<file path="src/rtl/hamming_index_engine.sv">
// hamming_index_engine: pops one word from the input FIFO, streams the index of
// every set bit (LSB first) over valid/ready, then pulses the word's weight.
module hamming_index_engine #(
    parameter  int WIDTH = 32,
    localparam int IDX_W = $clog2(WIDTH),
    localparam int WT_W  = $clog2(WIDTH + 1)
) (
    input  logic             clk,
    input  logic             rst,
    input  logic             fifo_emp,
    output logic             fifo_rd,
    input  logic [WIDTH-1:0] fifo_data,
    output logic             idx_valid,
    input  logic             idx_ready,
    output logic [IDX_W-1:0] idx,
    output logic             idx_last,
    output logic             wt_valid,
    output logic [WT_W-1:0]  wt,
    output logic             busy
);

    typedef enum logic [1:0] {
        IDLE,
        WAIT,
        SCAN,
        DONE
    } state_t;

    state_t           state;
    state_t           state_nxt;
    logic [WIDTH-1:0] work;
    logic [WT_W-1:0]  rem;
    logic [WT_W-1:0]  data_wt;
    logic [IDX_W-1:0] low_idx;

    // Population count of the word arriving from the FIFO.
    always_comb begin
        data_wt = '0;
        for (int unsigned i = 0; i < WIDTH; i++) begin
            data_wt = data_wt + WT_W'(fifo_data[i]);
        end
    end

    // Priority encoder: scanning MSB down leaves the lowest set bit's index.
    always_comb begin
        low_idx = '0;
        for (int unsigned i = WIDTH; i > 0; i--) begin
            if (work[i-1]) begin
                low_idx = IDX_W'(i - 1);
            end
        end
    end

    // State register.
    always_ff @(posedge clk or posedge rst) begin
        if (rst) begin
            state <= IDLE;
        end else begin
            state <= state_nxt;
        end
    end

    // Word capture, weight result and per-beat clearing of the lowest set bit.
    always_ff @(posedge clk or posedge rst) begin
        if (rst) begin
            work <= '0;
            rem  <= '0;
            wt   <= '0;
        end else begin
            case (state)
                WAIT: begin
                    work <= fifo_data;
                    rem  <= data_wt;
                    wt   <= data_wt;
                end
                SCAN: begin
                    if (idx_ready) begin
                        work <= work & (work - WIDTH'(1));
                        rem  <= rem - WT_W'(1);
                    end
                end
                default: ;
            endcase
        end
    end

    // Next-state and outputs; idx_ready only steers the transition, never the outputs.
    always_comb begin
        state_nxt = state;
        fifo_rd   = 1'b0;
        idx_valid = 1'b0;
        idx       = '0;
        idx_last  = 1'b0;
        wt_valid  = 1'b0;
        case (state)
            IDLE: begin
                fifo_rd = !fifo_emp;
                if (!fifo_emp) begin
                    state_nxt = WAIT;
                end
            end
            WAIT: begin
                state_nxt = (|fifo_data) ? SCAN : DONE;
            end
            SCAN: begin
                idx_valid = 1'b1;
                idx       = low_idx;
                idx_last  = (rem == WT_W'(1));
                if (idx_ready && idx_last) begin
                    state_nxt = DONE;
                end
            end
            DONE: begin
                wt_valid  = 1'b1;
                state_nxt = IDLE;
            end
            default: state_nxt = IDLE;
        endcase
    end

    assign busy = (state != IDLE);

endmodule

</file>
<file path="config.mk">
export PLATFORM = sky130hd
export DESIGN_NAME = hamming_index_engine
export DESIGN_NICKNAME = d
export VERILOG_FILES = /design/src/rtl/hamming_index_engine.sv
export SDC_FILE = /design/constraint.sdc
export NUM_CORES = 1
export LEC_CHECK = 0
export ABC_AREA = 1
export CAP_MARGIN = 20
export CELL_PAD_IN_SITES_DETAIL_PLACEMENT = 1
export CELL_PAD_IN_SITES_GLOBAL_PLACEMENT = 2
export CORE_MARGIN = 2
export CORE_UTILIZATION = 29
export CTS_CLUSTER_SIZE = 28
export DETAILED_ROUTE_END_ITERATION = 6
export PLACE_DENSITY_LB_ADDON = 0.1
export REMOVE_ABC_BUFFERS = 1
export SYNTH_ARGS = -nofsm -noshare
export SYNTH_HDL_FRONTEND = slang
export SYNTH_SLANG_ARGS = --single-unit
export TNS_END_PERCENT = 10
</file>
<file path="constraint.sdc">
create_clock -name clk -period 2 [get_ports clk]
set_input_delay 0.3 -clock clk [delete_from_list [all_inputs] [get_ports clk]]
set_output_delay 0.3 -clock clk [all_outputs]
set_load 0.03 [all_outputs]
</file>
# [Word-level counts from Yosys, hierarchy flattened]
# Cells that the tools add are included.
[totals] register_bits=46 elab_cells=98 input_bits=36 out_inout_bits=16
[classes] n_mux=45 eq_ne=7 bitwise_logic=1 addsub=33 n_reduce_logical=8
[op_table] operator="2-to-1 mux 5 bit" n=33
[op_table] operator="adder 6 x 1 -> 6 bit" n=26
[op_table] operator="one-hot mux 32 bit (2 select lines)" n=1
[op_table] operator="AND 32 bit" n=1
[op_table] operator="2-to-1 mux 32 bit" n=1
[op_table] operator="OR reduction 32 bit" n=1
[op_table] operator="subtractor 32 x 1 -> 32 bit (second input constant)" n=1
[op_table] operator="one-hot mux 6 bit (2 select lines)" n=1
[op_table] operator="one-hot mux 2 bit (4 select lines)" n=1
[op_table] operator="adder 5 x 1 -> 6 bit" n=1
[op_table] operator="== test 6 x 1 -> 1 bit (second input constant)" n=1
[op_table] operator="2-to-1 mux 6 bit" n=1
[op_table] operator="inequality test 2 bit (second input constant)" n=3
[op_table] operator="subtractor 6 x 1 -> 6 bit (second input constant)" n=1
[op_table] operator="adder 4 x 1 -> 5 bit" n=1
[op_table] operator="2-to-1 mux 1 bit" n=5
[op_table] operator="adder 3 x 1 -> 4 bit" n=1
[op_table] operator="== test 2 bit (second input constant)" n=2
[op_table] operator="2-to-1 mux 2 bit" n=2
[op_table] operator="AND reduction 2 bit" n=2
[op_table] operator="nonzero test 2 bit" n=2
[op_table] operator="adder 2 x 1 -> 3 bit" n=1
[op_table] operator="adder 1 x 1 -> 2 bit" n=1
[op_table] operator="== test 2 x 1 -> 1 bit (second input constant)" n=1
[op_table] operator="3 further kinds" n=3

# [Longest topological paths before layout]
[logic_depth] word_depth=33 ltp_mapped=31 depth_no_buf=31

# [Worst setup path after synthesis]
# No wires, ideal clock.
[synth_path] kind="input to register" from="in fifo_data[11]" to="reg rem[4]" setup_slack_ns=-2.679 n_path_buf=0 required_ns=1.859 cell_stages=18 t_arrival_ns=4.538 setup_ns=0.141 cell_sequence="fa_1 inv_1 fa_1 inv_1 fa_1 fa_1 fa_1 inv_1 fa_1 inv_1 ha_1 inv_1 fa_1 o21ai_0 xor2_1 nor2_1 a31oi_1 o21ai_0"
[synth_via] elab_chain_cells=22
[synth_lines] item="start: declaration" line_no="12" source="input logic [WIDTH-1:0] fifo_data,"
[synth_lines] item="adder 6 x 1 -> 6 bit (21 in series)" line_no="40" source="data_wt = data_wt + WT_W'(fifo_data[i]);"
[synth_lines] item="one-hot mux 6 bit (2 select lines)" line_no="70" source="case (state)"
[synth_lines] item="end signal: assignment" line_no="73" source="rem <= data_wt;"
[synth_lines] item="end signal: assignment" line_no="79" source="rem <= rem - WT_W'(1);"
[synth_lines] item="end: declaration" line_no="32" source="logic [WT_W-1:0] rem;"
# Every way passes these cells.
# A chain may end at the register's enable or synchronous reset.

# [Worst setup path after layout]
[layout_path] from="in fifo_data[15]" to="reg rem[4]"
[layout_via] elab_chain_cells=18
[layout_lines] item="adder 6 x 1 -> 6 bit (17 in series)" line_no="40"
[layout_lines] item="one-hot mux 6 bit (2 select lines)" line_no="70"
# Every way passes these cells.

==> results_dict.tcl <==
set metrics [dict create \
    cts_max_path_buffers 2 \
    hold_ws_ns 0.320 \
    hold_violations 0 \
    clkLatencyLatePin_ns 0.30 \
    final.period_utilization 2.29 \
    dieArea_sq_um 13600 \
    wirelength_mm 13.4 \
    cp-start-kind "primary input" \
    peakVddDrop_mv 1.19 \
    cp_max_fo 2 \
    dr.pass1.iters 4 \
    dp_hpwl_mm 10.8 \
    place_inst 818 \
    yosysUniqueCellTypes 29 \
    r2r-end "work[31]$_DFFE_PP0P_" \
    placed_area_sq_um 5190 \
    hold_depth 4 \
    yosysSeqAreaShare 0.314 \
    antenna_found_initial 0 \
    final_cell_mix "buf_4 (112), nand2_1 (95), inv_1 (91)" \
    io_buffers 51 \
    yosys_warnings 0 \
    rsz0062_at_grt "true" \
    drc 0 \
    violations "setup timing" \
    final_common_cell "buf_4" \
    cts.sinks 46 \
    start_util 0.294 \
    pin_count 52 \
    postLayoutCellArea_sq_um 5550 \
    die_y_um 116 \
    place_congestion 0.820 \
    syn_inst 495 \
    layout-drive-gt1-share 0.314 \
    critical_path_arrival_ns 4.77 \
    maxCapViolCount 0 \
    end_kind "flop" \
    num_rows 41 \
    grtUsageTotal 0.211 \
    grt_overflow 0 \
    syn_avg_cell_area_sq_um 7.41 \
    rrSetupSlack_ns -0.23 \
    grt_pass1_vias 4138 \
    grt_pass1_wl_mm 21.5 \
    root_buffer "clkbuf_16" \
    drtIter0Drc 120 \
    syn_area_sq_um 3670 \
    cts-buffers-inserted 5 \
    timing.rr.start "work[3]$_DFFE_PP0P_" \
    cts_hold_buf 0 \
    pre_cts_ws_ns -3.45 \
    p_per_area_nw_per_um2 2070 \
    core_area_sq_um 12500 \
    worstPathRequired_ns 2.19 \
    grt_max_degree 47 \
    critPathKind "in -> reg" \
    syn_to_final_growth_pct 51.5 \
    drv_slew 0 \
    setup_viol 22 \
    ff2ff_path_depth 12 \
    hold_path_end "work[15]$_DFFE_PP0P_" \
    ant_nets 0 \
    viasPerCell 4.61 \
    htreeDepth 2 \
    nets 730 \
    ys_ff_latch 46 \
    num_antenna_cells 0 \
    maxSlewHeadroom 0.735 \
    max_freq_ghz 0.218 \
    status "complete, but fails checks" \
    tightest_slew_ns 0.393 \
    chipWidth_um 116 \
    hp-start "fifo_data[15]" \
    clkTransAtPathRegs_ns 0.07 \
    fin_util 0.446 \
    wire_per_inst_um 16.2 \
    hold_class "in -> reg" \
    instances_no_fill 828 \
    fin_crit_ns 4.59 \
    skew_ns 0.00596 \
    setup_slack_ns -2.59 \
    cts_tree "built" \
    vias 3813 \
    p_leak_nw 2.74 \
]
layout make-up:
cell class,count,area (sq um)
sequential,46,1150
clock inverter,1,30.0
clock buffer,7,133
timing repair buffer,163,1330
fill,1557,6910
inverter,111,462
multi-input combinational,328,2230
tap,172,215
registers in the layout (all words and copies together) (netlist names):
signal  cells
work       32
rem         6
wt          6
state       2
cell usage after synthesis (all sizes together):
cell type / number / share of area
o211ai: 8 / 0.016
nor4: 10 / 0.017
nand2: 98 / 0.10
dfrtp: 46 / 0.31
ha: 15 / 0.051
xnor2: 2 / 0.0048
inv: 106 / 0.11
fa: 24 / 0.13
nor3: 6 / 0.011
o21ai: 43 / 0.059
xor2: 1 / 0.0024
bufinv: 3 / 0.014
nand3: 33 / 0.045
o31ai: 3 / 0.0061
o311ai: 1 / 0.0024
a211oi: 2 / 0.0041
clkinv: 2 / 0.0020
a31oi: 1 / 0.0017
a21oi: 14 / 0.020
nor2: 55 / 0.058
nand4: 8 / 0.014
o22ai: 3 / 0.0051
o32ai: 1 / 0.0024
clkbuf: 10 / 0.010
cell families (layout without fill, tap and decap cells):
kind of cell,after synthesis,in the layout,synth area share
compound gates,76,76,0.117
xor+xnor,3,3,0.00717
fa+ha+maj,39,39,0.182
buf+inv,121,282,0.135
flops,46,46,0.314
simple gates,210,210,0.245
power breakdown:
group,internal (mW),total [mW],leakage (nW),switching [mW]
clock,0.593,0.999,0.0781,0.406
combinational,4.26,8.81,2.09,4.55
sequential,1.38,1.71,0.575,0.325
total,6.23,11.5,2.74,5.28
how the worst max path moves through the flow:
stage / start / to / slack, ns / cells after the start
floorplan: fifo_data[11] / rem[4]$_DFFE_PP0P_ / -2.69 / 18
global placement: fifo_data[17] / rem[4]$_DFFE_PP0P_ / -3.35 / 19
detailed placement: fifo_data[11] / rem[4]$_DFFE_PP0P_ / -3.45 / 19
CTS: fifo_data[15] / rem[4]$_DFFE_PP0P_ / -2.65 / 19
global route: fifo_data[15] / rem[4]$_DFFE_PP0P_ / -2.78 / 19
finish: fifo_data[15] / rem[4]$_DFFE_PP0P_ / -2.59 / 19
critical path: stages:
cell and delay [ns]:
buf_6 0.10, fa_1 0.54, inv_2 0.06, fa_1 0.50, inv_2 0.04, fa_1 0.47
fa_1 0.51, fa_1 0.53, inv_2 0.04, fa_1 0.44, inv_2 0.08, ha_4 0.13
inv_2 0.04, fa_2 0.34, o21ai_2 0.15, xor2_1 0.21, nor2_1 0.06, a31oi_1 0.16
o21ai_1 0.08
per-layer routing:
metal	wire length (um)	global-route usage	up-vias
met4	176	0.0516	0
met5	0	0	-
met3	344	0.0368	12
met1	6460	0.286	1865
met2	6470	0.350	50
li1	-	-	1886
metrics by stage:
step / total power, mW / setup TNS (ns)
2_1_floorplan: 5.53 / -48.07
4_1_cts: 11.1 / -30.82
3_5_place_dp: 8.93 / -39.47
6_report: 11.5 / -29.86
5_1_grt: 12.6 / -33.45
3_3_place_gp: 8.76 / -38.25
timing repair:
item | 4_1_cts | 5_1_grt
pin swaps | 25 | 22
buffers inserted | 1 | 3
endpoints found under the setup margin | 31 | 45
resized for setup | 95 | 34
Note: power is estimated with default switching activity, not from simulation.
